$ cat src/rtl/lock_pkg.sv
// Shared definitions for the shared-device lock.
//   LOCK_ACQUIRE / LOCK_RELEASE : data values written to the lock register
//   arb_mode_e                  : arbitration policy selector
//   lock_state_e                : FREE / OWNED lock state
//   owner_idx_w()               : width of an owner index that can also encode "free"
package lock_pkg;

  localparam logic [31:0] LOCK_ACQUIRE = 32'd1;
  localparam logic [31:0] LOCK_RELEASE = 32'd0;

  typedef enum logic {ARB_FIXED = 1'b0, ARB_RR = 1'b1} arb_mode_e;

  typedef enum logic {ST_FREE = 1'b0, ST_OWNED = 1'b1} lock_state_e;

  // Index range is 0..n, where the value n means "no owner".
  function automatic int owner_idx_w(input int n);
    return $clog2(n + 1);
  endfunction

endpackage

$ cat src/rtl/lock_arbiter.sv
// Combinational N-way request picker.
//   i_req    : per-client request vector
//   i_rr_ptr : round-robin start index (ignored in fixed mode)
//   o_win    : winning client index
//   o_vld    : at least one request present
module lock_arbiter
  import lock_pkg::*;
#(
  parameter int        N    = 2,
  parameter arb_mode_e MODE = ARB_FIXED,
  localparam int       W    = owner_idx_w(N)
) (
  input  logic [N-1:0] i_req,
  input  logic [W-1:0] i_rr_ptr,
  output logic [W-1:0] o_win,
  output logic         o_vld
);

  always_comb begin
    int v_best;
    int v_dist;
    o_win  = '0;
    o_vld  = |i_req;
    v_best = N;
    v_dist = 0;
    if (MODE == ARB_FIXED) begin
      // Descending scan so the lowest requesting index is written last.
      for (int j = N - 1; j >= 0; j--) begin
        if (i_req[j]) o_win = W'(j);
      end
    end else begin
      // Pick the requester with the smallest modular distance from the pointer.
      for (int j = 0; j < N; j++) begin
        v_dist = (j - int'(i_rr_ptr) + N) % N;
        if (i_req[j] && (v_dist < v_best)) begin
          v_best = v_dist;
          o_win  = W'(j);
        end
      end
    end
  end

endmodule

$ cat src/rtl/shared_dev_lock.sv
// Lock/arbiter letting N_CLIENTS cores share one memory-mapped accelerator.
// A core writes 1 to LOCK_ADDR to acquire and 0 to release; only the owner's
// bus traffic is forwarded. An inactivity watchdog force-releases a stalled owner.
//   clk, rst        : clock, asynchronous active-high reset
//   addr_in/wr_en_in/select_in/data_in : per-core bus ports
//   data_accel_in   : accelerator read data
//   addr_o/wr_en_o/accel_select_o      : forwarded owner traffic
//   data_out        : per-core read data (lock register or accelerator)
//   lock_owner_o    : owner index, N_CLIENTS when free
//   lock_busy_o     : lock held
//   timeout_o       : one-cycle pulse on watchdog release
module shared_dev_lock
  import lock_pkg::*;
#(
  parameter int          N_CLIENTS      = 2,
  parameter logic [31:0] LOCK_ADDR      = 32'd84,
  parameter int          ARB_MODE       = 0,
  parameter int          TIMEOUT_CYCLES = 1024,
  localparam int         OWNER_W        = owner_idx_w(N_CLIENTS)
) (
  input  logic                        clk,
  input  logic                        rst,
  input  logic [N_CLIENTS-1:0][31:0]  addr_in,
  input  logic [N_CLIENTS-1:0]        wr_en_in,
  input  logic [N_CLIENTS-1:0]        select_in,
  input  logic [N_CLIENTS-1:0][31:0]  data_in,
  input  logic [31:0]                 data_accel_in,
  output logic [31:0]                 addr_o,
  output logic                        wr_en_o,
  output logic                        accel_select_o,
  output logic [N_CLIENTS-1:0][31:0]  data_out,
  output logic [OWNER_W-1:0]          lock_owner_o,
  output logic                        lock_busy_o,
  output logic                        timeout_o
);

  localparam int                 CNT_W    = (TIMEOUT_CYCLES > 1) ? $clog2(TIMEOUT_CYCLES) : 1;
  localparam logic [OWNER_W-1:0] FREE_IDX = OWNER_W'(N_CLIENTS);

  lock_state_e          r_state,   w_state_nxt;
  logic [OWNER_W-1:0]   r_owner,   w_owner_nxt;
  logic [OWNER_W-1:0]   r_rr_ptr,  w_rr_nxt;
  logic [CNT_W-1:0]     r_cnt,     w_cnt_nxt;
  logic                 r_timeout, w_timeout_nxt;

  logic [N_CLIENTS-1:0] w_acq, w_rel;
  logic [OWNER_W-1:0]   w_win;
  logic                 w_win_vld;
  logic                 w_own_sel, w_own_wr, w_own_rel;
  logic [31:0]          w_own_addr;

  // Lock-register write decode; other data values at LOCK_ADDR match neither.
  always_comb begin
    w_acq = '0;
    w_rel = '0;
    for (int i = 0; i < N_CLIENTS; i++) begin
      if (select_in[i] && wr_en_in[i] && (addr_in[i] == LOCK_ADDR)) begin
        w_acq[i] = (data_in[i] == LOCK_ACQUIRE);
        w_rel[i] = (data_in[i] == LOCK_RELEASE);
      end
    end
  end

  // Owner's bus signals; all zero while free.
  always_comb begin
    w_own_sel  = 1'b0;
    w_own_wr   = 1'b0;
    w_own_rel  = 1'b0;
    w_own_addr = '0;
    for (int i = 0; i < N_CLIENTS; i++) begin
      if ((r_state == ST_OWNED) && (r_owner == OWNER_W'(i))) begin
        w_own_sel  = select_in[i];
        w_own_wr   = wr_en_in[i];
        w_own_rel  = w_rel[i];
        w_own_addr = addr_in[i];
      end
    end
  end

  lock_arbiter #(
    .N    (N_CLIENTS),
    .MODE (arb_mode_e'(ARB_MODE))
  ) u_arb (
    .i_req    (w_acq),
    .i_rr_ptr (r_rr_ptr),
    .o_win    (w_win),
    .o_vld    (w_win_vld)
  );

  // State register
  always_ff @(posedge clk or posedge rst) begin
    if (rst) begin
      r_state   <= ST_FREE;
      r_owner   <= FREE_IDX;
      r_rr_ptr  <= '0;
      r_cnt     <= '0;
      r_timeout <= 1'b0;
    end else begin
      r_state   <= w_state_nxt;
      r_owner   <= w_owner_nxt;
      r_rr_ptr  <= w_rr_nxt;
      r_cnt     <= w_cnt_nxt;
      r_timeout <= w_timeout_nxt;
    end
  end

  // Next-state logic
  always_comb begin
    w_state_nxt   = r_state;
    w_owner_nxt   = r_owner;
    w_rr_nxt      = r_rr_ptr;
    w_cnt_nxt     = r_cnt;
    w_timeout_nxt = 1'b0;
    case (r_state)
      ST_FREE: begin
        w_cnt_nxt = '0;
        if (w_win_vld) begin
          w_state_nxt = ST_OWNED;
          w_owner_nxt = w_win;
          w_rr_nxt    = (w_win == OWNER_W'(N_CLIENTS - 1)) ? '0 : w_win + OWNER_W'(1);
        end
      end
      ST_OWNED: begin
        // Release takes precedence; other clients' requests this cycle are dropped.
        if (w_own_rel) begin
          w_state_nxt = ST_FREE;
          w_owner_nxt = FREE_IDX;
          w_cnt_nxt   = '0;
        end else if (TIMEOUT_CYCLES > 0) begin
          if (w_own_sel) begin
            w_cnt_nxt = '0;
          end else if (r_cnt == CNT_W'(TIMEOUT_CYCLES - 1)) begin
            w_state_nxt   = ST_FREE;
            w_owner_nxt   = FREE_IDX;
            w_cnt_nxt     = '0;
            w_timeout_nxt = 1'b1;
          end else begin
            w_cnt_nxt = r_cnt + CNT_W'(1);
          end
        end
      end
      default: begin
        w_state_nxt = ST_FREE;
        w_owner_nxt = FREE_IDX;
        w_cnt_nxt   = '0;
      end
    endcase
  end

  // Output logic
  always_comb begin
    addr_o         = w_own_addr;
    wr_en_o        = w_own_wr;
    // Lock-register traffic is never passed to the accelerator.
    accel_select_o = w_own_sel && (w_own_addr != LOCK_ADDR);
    lock_owner_o   = r_owner;
    lock_busy_o    = (r_owner != FREE_IDX);
    timeout_o      = r_timeout;
    data_out       = '0;
    for (int i = 0; i < N_CLIENTS; i++) begin
      if (addr_in[i] == LOCK_ADDR)
        data_out[i] = 32'(r_owner);
      else if ((r_state == ST_OWNED) && (r_owner == OWNER_W'(i)))
        data_out[i] = data_accel_in;
    end
  end

endmodule

$ cat config.mk
export PLATFORM = sky130hd
export DESIGN_NAME = shared_dev_lock
export DESIGN_NICKNAME = d
export VERILOG_FILES = /design/src/rtl/lock_pkg.sv /design/src/rtl/lock_arbiter.sv /design/src/rtl/shared_dev_lock.sv
export SDC_FILE = /design/constraint.sdc
export NUM_CORES = 1
export LEC_CHECK = 0
export CORE_AREA = 2 2 103 105
export CTS_CLUSTER_DIAMETER = 50
export DETAILED_ROUTE_END_ITERATION = 7
export DIE_AREA = 0 0 105 107
export GPL_TIMING_DRIVEN = 0
export HOLD_SLACK_MARGIN = 0.1
export PLACE_DENSITY = 0.7
export SETUP_SLACK_MARGIN = 0.2
export SLEW_MARGIN = 20
export SYNTH_ARGS = -nofsm -noshare
export SYNTH_HDL_FRONTEND = slang
export SYNTH_SLANG_ARGS = --single-unit
$ cat constraint.sdc
create_clock -name clk -period 3.45 [get_ports clk]
set_input_delay 0.345 -clock clk [delete_from_list [all_inputs] [get_ports clk]]
set_output_delay 0.345 -clock clk [all_outputs]
set_load 0.05 [all_outputs]
Yosys cells after proc, flatten, opt, wreduce, memory -nomap -nowiden
Cells that the tools add are included.

word-level totals
  word-level logic and storage cells = 65
  flip-flop bits (word level) = 14
  bits of input ports = 166
  output and inout port bits = 102

operators by class
  add/sub/neg operators = 1
  mux-type cells = 36
  reduce and logical (&&, ||, !) cells = 12
  bitwise gates (word level) = 1
  equality and inequality tests = 11

operator list
  operator               count
  $mux 32                6
  $eq 32x1->1 const B    2
  $eq 32x7->1 const B    2
  $logic_not 32->1       2
  $ne 32x7->1 const B    1
  $mux 10                3
  $mux 1                 20
  $pmux 10 s2            1
  $add 10x1->10 const B  1
  $eq 10x10->1 const B   1
  $mux 2                 4
  $logic_and 1x1->1      7
  $pmux 2 s2             1
  $ne 3x1->1 const B     1
  $ne 3x2->1 const B     1
  $reduce_and 3->1       1
  $eq 2x1->1 const B     1
  $logic_not 2->1        1
  $ne 2x1->1 const B     1
  $ne 2x2->1 const B     1
  $pmux 1 s2             1
  $reduce_or 2->1        1
  $not 1->1              1

Longest topological paths before layout
Gate-level depths: netlist (run 1).

  depth after elaboration = 7
  mapped depth = 8
  gate-level depth less buffers = 7

Cells and area by module
Synthesis (run 1) repeated with hierarchy kept, for this count alone.

second synthesis, totals
  cells, all modules = 298
  area total of the unflattened synthesis = 2174.6 sq um

modules (own cells, without submodules)
  module           sequential area each (sq um)  instances  cells each  area each (sq um)
  shared_dev_lock  401.6                         1          294         2150.8
  lock_arbiter     0.0                           1          4           23.8

Worst setup path before layout (run 1)
OpenSTA, ideal clock, no wires.

  kind = register to output
  from = reg r_owner[0], in the netlist lock_owner_o[0]
  to = out accel_select_o
  buffers on the path = 2
  slack = 0.194 ns
  cell stages (with the launch flop) = 8
  data arrival time = 2.911 ns
  required time = 3.105 ns
  path through = dfrtp_1 -> buf_2 -> buf_6 -> mux2i_1 -> nor2_1 -> nor4_1 -> and4_1 -> a21oi_1

between the ends
  word-level cells in the longest chain between the ends = 6
  elaborated cells between the ends (all ways) = 10
  those cells by class = eq/ne (2); mux (4); reduce/logical (4)

ends and longest elaborated chain
  element                 line                    text
  start, declared         shared_dev_lock.sv:41   logic [OWNER_W-1:0] r_owner, w_owner_nxt;
  start signal, assigned  shared_dev_lock.sv:100  r_owner <= w_owner_nxt;
  $logic_not 2->1         shared_dev_lock.sv:71   if ((r_state == ST_OWNED) && (r_owner == OWNER_W'(i))) begin
  $logic_and 1x1->1       shared_dev_lock.sv:71
  $mux 32                 shared_dev_lock.sv:71
  $mux 32 *               shared_dev_lock.sv:71
  named net addr_o[22]    shared_dev_lock.sv:28   output logic [31:0] addr_o,
  $ne 32x7->1 *           shared_dev_lock.sv:155  accel_select_o = w_own_sel && (w_own_addr != LOCK_ADDR);
  $logic_and 1x1->1 *     shared_dev_lock.sv:155
  end, declared           shared_dev_lock.sv:30   output logic accel_select_o,

Mark *: on every way through the listed nets, which the timed path passes. The rest lies on a longest branch.

==> out/results.ini, run 1 <==
[status]
outcome = completed

[cts]
cts_sinks = 14
cts_resized = 5
htreeDepth = 1
cts_tree = built
postCtsHoldBufs = 0
clk_pin_slew_worst_paths_ns = 0.06
cts_buffer_depth = 2
postCtsSetupBuffers = 0
numCtsBuffers = 3
clk_latency_ns = 0.25
clock-root-buffer = clkbuf_8

[sta]
rsz0062_at_grt = no
finalCriticalPeriod_ns = 3.05
fin_setup_tns_ns = 0
hold_viol = 0
tightest_slew_ns = 0.588
setup_ws_ns = 0.397
clock_skew_ns = 0.00431
max_freq_mhz = 328
maxSlewViolCount = 0
slew_headroom_pct = 60.7
whs_ns = 0.427
finalCritPeriodShare_pct = 88.5
setup_viol = 0

[synth]
synth.largest_area_cell = and2_1
synth_edf_count = 0
yosys-top-cells-count = and2_1, nor2_1, nor4_1, mux2i_1
synth-seq-cells = 14
synth_most_common_cell = and2_1
syn-num-nets = 466
synthCells = 299
netlist.area_leader.share_pct = 17.7
syn-cell-area_um2 = 2150
async_flop_share_pct = 100
synthDistinctLibCells = 41
synth_flop_cell = dfrtp_1
ys_top_cells_by_area = and2_1, mux2i_1, dfrtp_1
synth.yosys.warnings = 0
syn_area_per_cell_um2 = 7.21
seq_area_frac_synth_pct = 16.3

[routing]
drt_wl_total_um = 12400
vias = 3410
dr.pass1.iters = 4
wire_per_inst_um = 17.6
drt-vias-per-instance = 4.83
drc = 0
drt_iter0_drc = 179
antenna_left = 0

[power_and_ir_drop]
ir_drop_mv = 0.135
p_per_area_nw_per_um2 = 109
leakagePower_nw = 2.84

[layout]
layout-drive-gt1-share_pct = 4.39
syn2layout_area_growth_pct = 141
seqCellArea_um2 = 352
layout.nets = 738
fillers = 1003
multiInputGateArea_um2 = 1690
diodes = 0

[placement]
place_ws_ns = 0.102
place.gp.congestion = 0.871
portBuffers = 267
place_hpwl_um = 10900

[run]
maxCapViolCount = 0

[grt]
grt.overflow.total = 0
antenna_found_initial = 1
grt_usage_pct = 20.5
grt_pass1_vias = 3513
grt_max_degree = 15
grt_pass1_wl_um = 18400

[floorplan]
start_util_pct = 21.3
ioPinCount = 268
rows = 37
die_w_um = 105
core-area_um2 = 10100
dieArea_um2 = 11200
die_h_um = 107

[critical_path]
cp_slowest_cell = clkdlybuf4s50_1
setup.worst_path.end_class = output pin
critPathKind = input port to output pin
crit_arrival_ns = 2.71
cp_top_family = buffers and inverters
crit_chain = clkdlybuf4s50_1 > nor4_1 > nand4_1 > nor2_2 > nand2_1 > o21ai_0 > clkdlybuf4s50_1
worstSetupPathDepth = 7
path_common_cell = clkdlybuf4s50_1
rr_worst_depth = 7
path_max_fanout = 7
crit_required_ns = 3.11
critPathLaunchType = input port
worst-path-buf-inv = 2
critPathMaxStageDelay_ns = 0.87

[worst_hold_path]
min_path_type = input port to async pin

-- final timing paths --
path / to / from / slack [ns]
max: data_out[0] / addr_in[18] / 0.40
min: r_cnt[2] / rst / 0.43
min in group clk: r_cnt[0] / r_cnt[0] / 0.49
max in group asynchronous: lock_owner_o[1] / rst / 2.66
max reg2reg: lock_owner_o[0] / lock_owner_o[0] / 1.58
min reg2reg: r_cnt[0] / r_cnt[0] / 0.49
-- where the power goes --
group,total (mW),internal (mW),switching [mW]
combinational,0.245,0.179,0.0656
clock,0.160,0.101,0.0585
sequential,0.164,0.164,0
-- cell type report --
type,instances,area share [%]
buffer,16,2.02
clock buffer,4,1.06
inverter,3,0.217
multi-input combinational,266,32.6
sequential,14,6.77
tap,136,3.27
timing repair buffer,267,54.1
-- kinds of logic after synthesis --
kind of cell / count (synthesis) / synth area share (%)
AND/OR/NAND/NOR: 209 / 54.8
multiplexers: 34 / 15.8
buffers and inverters: 19 / 5.40
AO/OA/AOI/OAI: 14 / 3.83
flip-flops: 14 / 16.3
XOR/XNOR: 8 / 3.25
adder cells (fa/ha/maj): 1 / 0.581
-- registers in the layout, indices dropped and copies added, names as in the netlist --
signal	count
r_cnt	10
r_state	1
lock_owner_o	2
timeout_o	1
-- routing by layer --
layer / vias to the layer above / global-route usage, % / wire (µm)
met5: - / 0 / 10
met4: 2 / 4.00 / 202
met3: 23 / 4.07 / 782
met2: 132 / 38.2 / 6570
met1: 1617 / 24.4 / 4860
li1: 1636 / - / -
-- placed cells by master, fill, tap and decap left out, types with 4 or more instances in the layout --
cell type and n:
a21oi_1 4, and2_1 61, buf_2 6, clkbuf_1 4
clkbuf_8 4, clkdlybuf4s50_1 206, dfrtp_1 13, dlygate4sd2_1 4
dlymetal6s2s_1 57, mux2i_1 34, nand2_1 13, nand3_1 11
nand4_1 8, nor2_1 48, nor2_2 4, nor4_1 38
nor4b_1 5, xnor2_1 4, xor2_1 4
-- through the flow --
stage	area, µm²	util (%)	cells	power (mW)
after floorplan	2160	-	299	0.194
after global placement	5000	49.6	702	0.407
after detailed placement	5000	49.6	702	0.410
after CTS	5050	50.1	706	0.571
after global routing	5200	51.5	706	0.594
final	5200	51.5	706	0.569
Power figures use the tool's default switching activity.
==> run 2, diff against run 1 <==
Settings changed: ABC_AREA set to 1, CORE_AREA 2 2 103 105 to 2 2 105 107, DIE_AREA 0 0 105 107 to 0 0 107 109.
==> out/results.ini, run 2 <==
[status]
outcome = completed  ; unchanged

[grt]
grt.overflow.total = 0  ; unchanged
grt_pass1_vias = 4050  ; was 3513
grt_pass1_wl_um = 19400  ; was 18400 µm
grt_max_degree = 15  ; unchanged
grt_usage_pct = 21.0  ; was 20.5%
antenna_found_initial = 0  ; was 1

[synth]
yosys-top-cells-count = nand2_1, nor2_1, inv_1, nor3_1, nand3_1  ; was and2_1, nor2_1, nor4_1, mux2i_1
synth_most_common_cell = nand2_1  ; was and2_1
ys_top_cells_by_area = nand2_1, nor2_1, nor3_1  ; was and2_1, mux2i_1, dfrtp_1
synthDistinctLibCells = 31  ; was 41
synthCells = 478  ; was 299
synth.largest_area_cell = nand2_1  ; was and2_1
netlist.area_leader.share_pct = 19.7  ; was 17.7%
syn_area_per_cell_um2 = 4.98  ; was 7.21 µm²
synth_flop_cell = dfrtp_1  ; unchanged
seq_area_frac_synth_pct = 14.8  ; was 16.3%
synth.yosys.warnings = 0  ; unchanged
syn-num-nets = 645  ; was 466
synth-seq-cells = 14  ; unchanged
synth_edf_count = 0  ; unchanged
syn-cell-area_um2 = 2380  ; was 2150 µm²
async_flop_share_pct = 100  ; unchanged

[critical_path]
setup.worst_path.end_class = output pin  ; unchanged
r2r_setup_slack_ns = 1.57  ; was 1.58 ns
critPathKind = input port to output pin  ; unchanged
path_max_fanout = 10  ; was 7
crit_required_ns = 3.11  ; about the same
crit_arrival_ns = 2.72  ; was 2.71 ns
critPathLaunchType = input port  ; unchanged

[layout]
seqCellArea_um2 = 352  ; unchanged
instances_no_fill = 889  ; was 706
largest-register = r_cnt  ; unchanged
fillers = 1080  ; was 1003
layout_commonest_cell = clkdlybuf4s50_1  ; unchanged
layout-drive-gt1-share_pct = 3.60  ; was 4.39%
multiInputGateArea_um2 = 1650  ; was 1690 µm²
syn2layout_area_growth_pct = 122  ; was 141%
layout.nets = 917  ; was 738
diodes = 0  ; unchanged
layout_common_cells = clkdlybuf4s50_1, nand2_1, nor2_1, inv_1, nor3_1  ; was clkdlybuf4s50_1, and2_1, dlymetal6s2s_1, nor2_1, nor4_1
largest_reg_flops = 10  ; unchanged

[power_and_ir_drop]
leakagePower_nw = 2.17  ; was 2.84 nW
p_per_area_nw_per_um2 = 106  ; was 109 nW/µm²
ir_drop_mv = 0.0904  ; was 0.135 mV

[floorplan]
core-area_um2 = 10600  ; was 10100 µm²
rows = 38  ; was 37
start_util_pct = 22.4  ; was 21.3%
die_h_um = 109  ; was 107 µm
die_w_um = 107  ; was 105 µm
ioPinCount = 268  ; unchanged
dieArea_um2 = 11700  ; was 11200 µm²

[sta]
setup_viol = 0  ; unchanged
fin_setup_tns_ns = 0  ; unchanged
finalCritPeriodShare_pct = 88.8  ; was 88.5%
tightest_slew_ns = 0.586  ; was 0.588 ns
rsz0062_at_grt = no  ; unchanged
max_freq_mhz = 326  ; was 328 MHz
maxSlewViolCount = 0  ; unchanged
clock_skew_ns = 0.000827  ; was 0.00431 ns
whs_ns = 0.432  ; was 0.427 ns
hold_viol = 0  ; unchanged
slew_headroom_pct = 60.8  ; was 60.7%
finalCriticalPeriod_ns = 3.06  ; was 3.05 ns

[routing]
wire_per_inst_um = 14.3  ; was 17.6 µm
antenna_left = 0  ; unchanged
drc = 0  ; unchanged
vias = 4043  ; was 3410
drt-vias-per-instance = 4.55  ; was 4.83
drt_wl_total_um = 12700  ; was 12400 µm
dr.pass1.iters = 4  ; unchanged
drt_iter0_drc = 176  ; was 179

[cts]
cts_sinks = 14  ; unchanged
htreeDepth = 1  ; unchanged
clock-root-buffer = clkbuf_8  ; unchanged
numCtsBuffers = 3  ; unchanged
clk_pin_slew_worst_paths_ns = 0.06  ; about the same
clk_latency_ns = 0.25  ; about the same
postCtsSetupBuffers = 0  ; unchanged
cts_tree = built  ; unchanged
cts_buffer_depth = 2  ; unchanged

[worst_hold_path]
min_path_type = input port to async pin  ; unchanged

[run]
maxCapViolCount = 0  ; unchanged

[placement]
place_hpwl_um = 11000  ; was 10900 µm
placed_cells = 885  ; was 702
portBuffers = 267  ; unchanged
place.gp.congestion = 0.834  ; was 0.871

-- run 2: cell count changes after synthesis, moves of 4 or more --
cell,change
o22ai_1,+4
nor3_1,+68
inv_1,+70
nor2_1,+55
buf_2,-4
mux2i_1,-34
and2_1,-60
nor4b_1,-5
o21ai_0,+12
nand2_1,+112
nand3_1,+9
nor4_1,-37
clkbuf_1,+8
-- run 2: repair_timing --
action / 4_1_cts / 5_1_grt
gates resized for setup: 3 / 6
endpoints found under the hold margin: 0 / 0
pin swaps: 0 / 0
setup endpoints to repair: 7 / 40
hold buffers: 0 / 0
-- run 2: path summary, 6_finish.rpt --
kind / start / to / cells after the start
max reg2reg: r_cnt[0] / lock_owner_o[0] / 12
min in group clk: lock_owner_o[1] / lock_owner_o[1] / 2
max in group asynchronous: rst / lock_owner_o[1] / 2
min: rst / timeout_o / 2
max: addr_in[6] / data_out[4] / 10
min reg2reg: lock_owner_o[1] / lock_owner_o[1] / 2
-- run 2: worst max-delay path, cell delays in order --
cell and delay, ns:
clkdlybuf4s50_1 0.53, nand2_1 0.07, inv_1 0.05, nand2_1 0.05
nor2_1 0.11, nand2_1 0.08, nor2_2 0.28, clkbuf_1 0.37
nor3_1 0.10, clkdlybuf4s50_1 0.73
-- run 2: layout make-up --
class / instances / share of cell area (%)
Timing Repair Buffer: 267 / 50.6
Multi-Input combinational cell: 369 / 31.2
Sequential cell: 14 / 6.66
Inverter: 76 / 5.40
Tap cell: 140 / 3.32
Buffer: 19 / 1.97
Clock buffer: 4 / 0.853
-- run 2: report_power, final --
part / internal (mW) / switching, mW / leakage [nW]
logic: 0.179 / 0.0728 / 1.95
registers: 0.164 / 0 / 0.192
clock network: 0.0819 / 0.0613 / 0.0228
-- run 2: cells by family after synthesis --
family          Yosys count  share of synthesized area [%]
fa+ha+maj                 1                          0.526
xor+xnor                  4                           1.47
buf+inv                  95                           16.2
simple gates            337                           60.9
compound gates           27                           6.15
flops                    14                           14.8
-- run 2: stage by stage --
| step | setup WS, ns | power, mW | utilization (%) | area [µm²] |
|---|---|---|---|---|
| finish | 0.385 | 0.559 | 49.8 | 5280 |
| global route | 0.205 | 0.597 | 49.8 | 5280 |
| CTS | 0.215 | 0.566 | 49.7 | 5270 |
| detailed placement | 0.175 | 0.418 | 49.3 | 5230 |
| global placement | 0.205 | 0.417 | 49.3 | 5230 |
| floorplan | 0.288 | 0.211 | - | 2380 |
-- run 2: layer usage --
metal / global-route usage, % / up-vias / routed length, µm
li1: - / 2046 / -
met1: 22.0 / 1764 / 4830
met2: 40.4 / 208 / 6300
met3: 5.44 / 25 / 1170
met4: 7.51 / 0 / 393
met5: 0 / - / 0
==> run 3, diff against run 2 <==
Settings changed: PLACE_DENSITY 0.7 to 0.73.
Clock period 3.45 ns to 2.5 ns, I/O delays scaled along.
==> out/results.ini, run 3 (synthesis results as in run 2) <==
[status]
outcome = completed  ; unchanged

[grt]
antenna_found_initial = 0  ; unchanged
grt_usage_pct = 22.7  ; was 21.0%
grt_max_degree = 15  ; unchanged
grt_pass1_vias = 4395  ; was 4050
top_usage_layer = met2  ; unchanged
grt_use_met3_pct = 5.32  ; was 5.44%
grt.overflow.total = 0  ; unchanged
grt_pass1_wl_um = 21000  ; was 19400 µm
use_met1_pct = 22.3  ; was 22.0%
gr-usage-met2_pct = 45.6  ; was 40.4%

[power_and_ir_drop]
ir_drop_mv = 0.0844  ; was 0.0904 mV
leakagePower_nw = 2.66  ; was 2.17 nW
p_per_area_nw_per_um2 = 143  ; was 106 nW/µm²

[sta]
slew_headroom_pct = 64.2  ; was 60.8%
setup_ws_ns = 0.168  ; was 0.385 ns
tightest_slew_ns = 0.536  ; was 0.586 ns
clock_skew_ns = 0.00333  ; was 0.000827 ns
setup_viol = 0  ; unchanged
fin_setup_tns_ns = 0  ; unchanged
whs_ns = 0.334  ; was 0.432 ns
finalCritPeriodShare_pct = 93.3
hold_viol = 0  ; unchanged
rsz0062_at_grt = yes  ; was no
finalCriticalPeriod_ns = 2.33
maxSlewViolCount = 0  ; unchanged
max_freq_mhz = 429

[critical_path]
crit_arrival_ns = 2.08  ; was 2.72 ns
critPathKind = flop to output pin  ; was input port to output pin
critPathLaunchType = flop  ; was input port
path_max_fanout = 9  ; was 10
r2r_setup_slack_ns = 0.56  ; was 1.57 ns
setup.worst_path.end_class = output pin  ; unchanged
crit_required_ns = 2.25  ; was 3.11 ns

[cts]
cts_sinks = 14  ; unchanged
cts_tree = built  ; unchanged
numCtsBuffers = 3  ; unchanged
clk_pin_slew_worst_paths_ns = 0.06  ; about the same
htreeDepth = 1  ; unchanged
clk_latency_ns = 0.25  ; about the same
cts_buffer_depth = 2  ; unchanged
clock-root-buffer = clkbuf_8  ; unchanged

[routing]
drt_wl_total_um = 13700  ; was 12700 µm
wire_per_inst_um = 15.0  ; was 14.3 µm
dr.pass1.iters = 4  ; unchanged
antenna_left = 0  ; unchanged
drt_iter0_drc = 241  ; was 176
drt-vias-per-instance = 4.64  ; was 4.55
drc = 0  ; unchanged
vias = 4220  ; was 4043

[layout]
diodes = 0  ; unchanged
fillers = 1080  ; unchanged
layout-drive-gt1-share_pct = 23.1  ; was 3.60%
layout_common_cells = clkdlybuf4s50_1, nand2_1, nor2_1, inv_1, buf_2  ; was clkdlybuf4s50_1, nand2_1, nor2_1, inv_1, nor3_1
syn2layout_area_growth_pct = 130  ; was 122%
largest-register = r_cnt  ; unchanged
final_cell_area_um2 = 5460  ; was 5280 µm²
largest_reg_flops = 10  ; unchanged
layout.nets = 937  ; was 917
instances_no_fill = 909  ; was 889
layout_commonest_cell = clkdlybuf4s50_1  ; unchanged

[floorplan]
ioPinCount = 268  ; unchanged
die_h_um = 109  ; unchanged
rows = 38  ; unchanged
core-area_um2 = 10600  ; unchanged
dieArea_um2 = 11700  ; unchanged
die_w_um = 107  ; unchanged
start_util_pct = 22.4  ; unchanged

[placement]
place_ws_ns = -0.651  ; was 0.175 ns
portBuffers = 267  ; unchanged
place.gp.congestion = 0.918  ; was 0.834
placed_cells = 885  ; unchanged
place_hpwl_um = 11600  ; was 11000 µm
placed_cell_area_um2 = 5460  ; was 5230 µm²

[worst_hold_path]
min_path_type = input port to async pin  ; unchanged

[run]
maxCapViolCount = 0  ; unchanged

## run 3: through the flow
stage          util [%]  power [mW]
2_1_floorplan         -       0.299
3_5_place_dp       51.5       0.586
5_1_grt            51.5       0.823
3_3_place_gp       51.5       0.582
6_report           51.5       0.780
4_1_cts            53.2       0.782
## run 3: area by class of cell
type | instances | area [µm²] | area share [%]
inverters | 76 | 298 | 5.45
flip-flops and latches | 14 | 353 | 6.46
repair buffers | 287 | 2490 | 45.7
plain buffers | 19 | 178 | 3.25
well taps | 140 | 175 | 3.21
clock buffers | 4 | 45.0 | 0.825
multi-input cells | 369 | 1920 | 35.1
## run 3: path summary, 6_finish.rpt
path                            startpoint               to  cells after the start
setup / recovery           lock_owner_o[1]   accel_select_o                     13
hold / removal                         rst         r_cnt[8]                      2
setup reg to reg           lock_owner_o[1]         r_cnt[3]                     10
hold reg to reg                   r_cnt[0]         r_cnt[0]                      1
max in group asynchronous              rst  lock_owner_o[0]                      2
min in group clk                  r_cnt[0]         r_cnt[0]                      1
## run 3: routing by layer
metal | part of all wire, % | vias up | routed length (µm)
met5 | 0 | - | 0
met4 | 3.4 | 0 | 469
met3 | 9.6 | 36 | 1310
met2 | 52 | 247 | 7120
met1 | 35 | 1853 | 4770
li1 | - | 2084 | -
## run 3: report_power, final
part           total [mW]  switching [mW]  internal (mW)
sequential          0.227               0          0.227
clock               0.193          0.0803          0.113
combinational       0.360           0.112          0.247
total               0.780           0.192          0.587
## run 3: worst max-delay path: stages, from the launching register on
cell and delay [ns]:
dfstp_2 0.58, inv_2 0.07, nand3_4 0.12, inv_6 0.07, buf_8 0.14, nand2_1 0.06
nand2_1 0.06, nor2_1 0.14, nand2_1 0.07, nor2_1 0.09, nand2_1 0.11, nor2_2 0.11
nor2_2 0.06, buf_6 0.15
## run 3: timing repair
item,4_1_cts,5_1_grt
gates resized for setup,365,83
endpoints found under the hold margin,0,0
endpoints found under the setup margin,98,60
cloned,2,0
buffers inserted,16,2
pin swaps,16,4
hold buffers,0,0
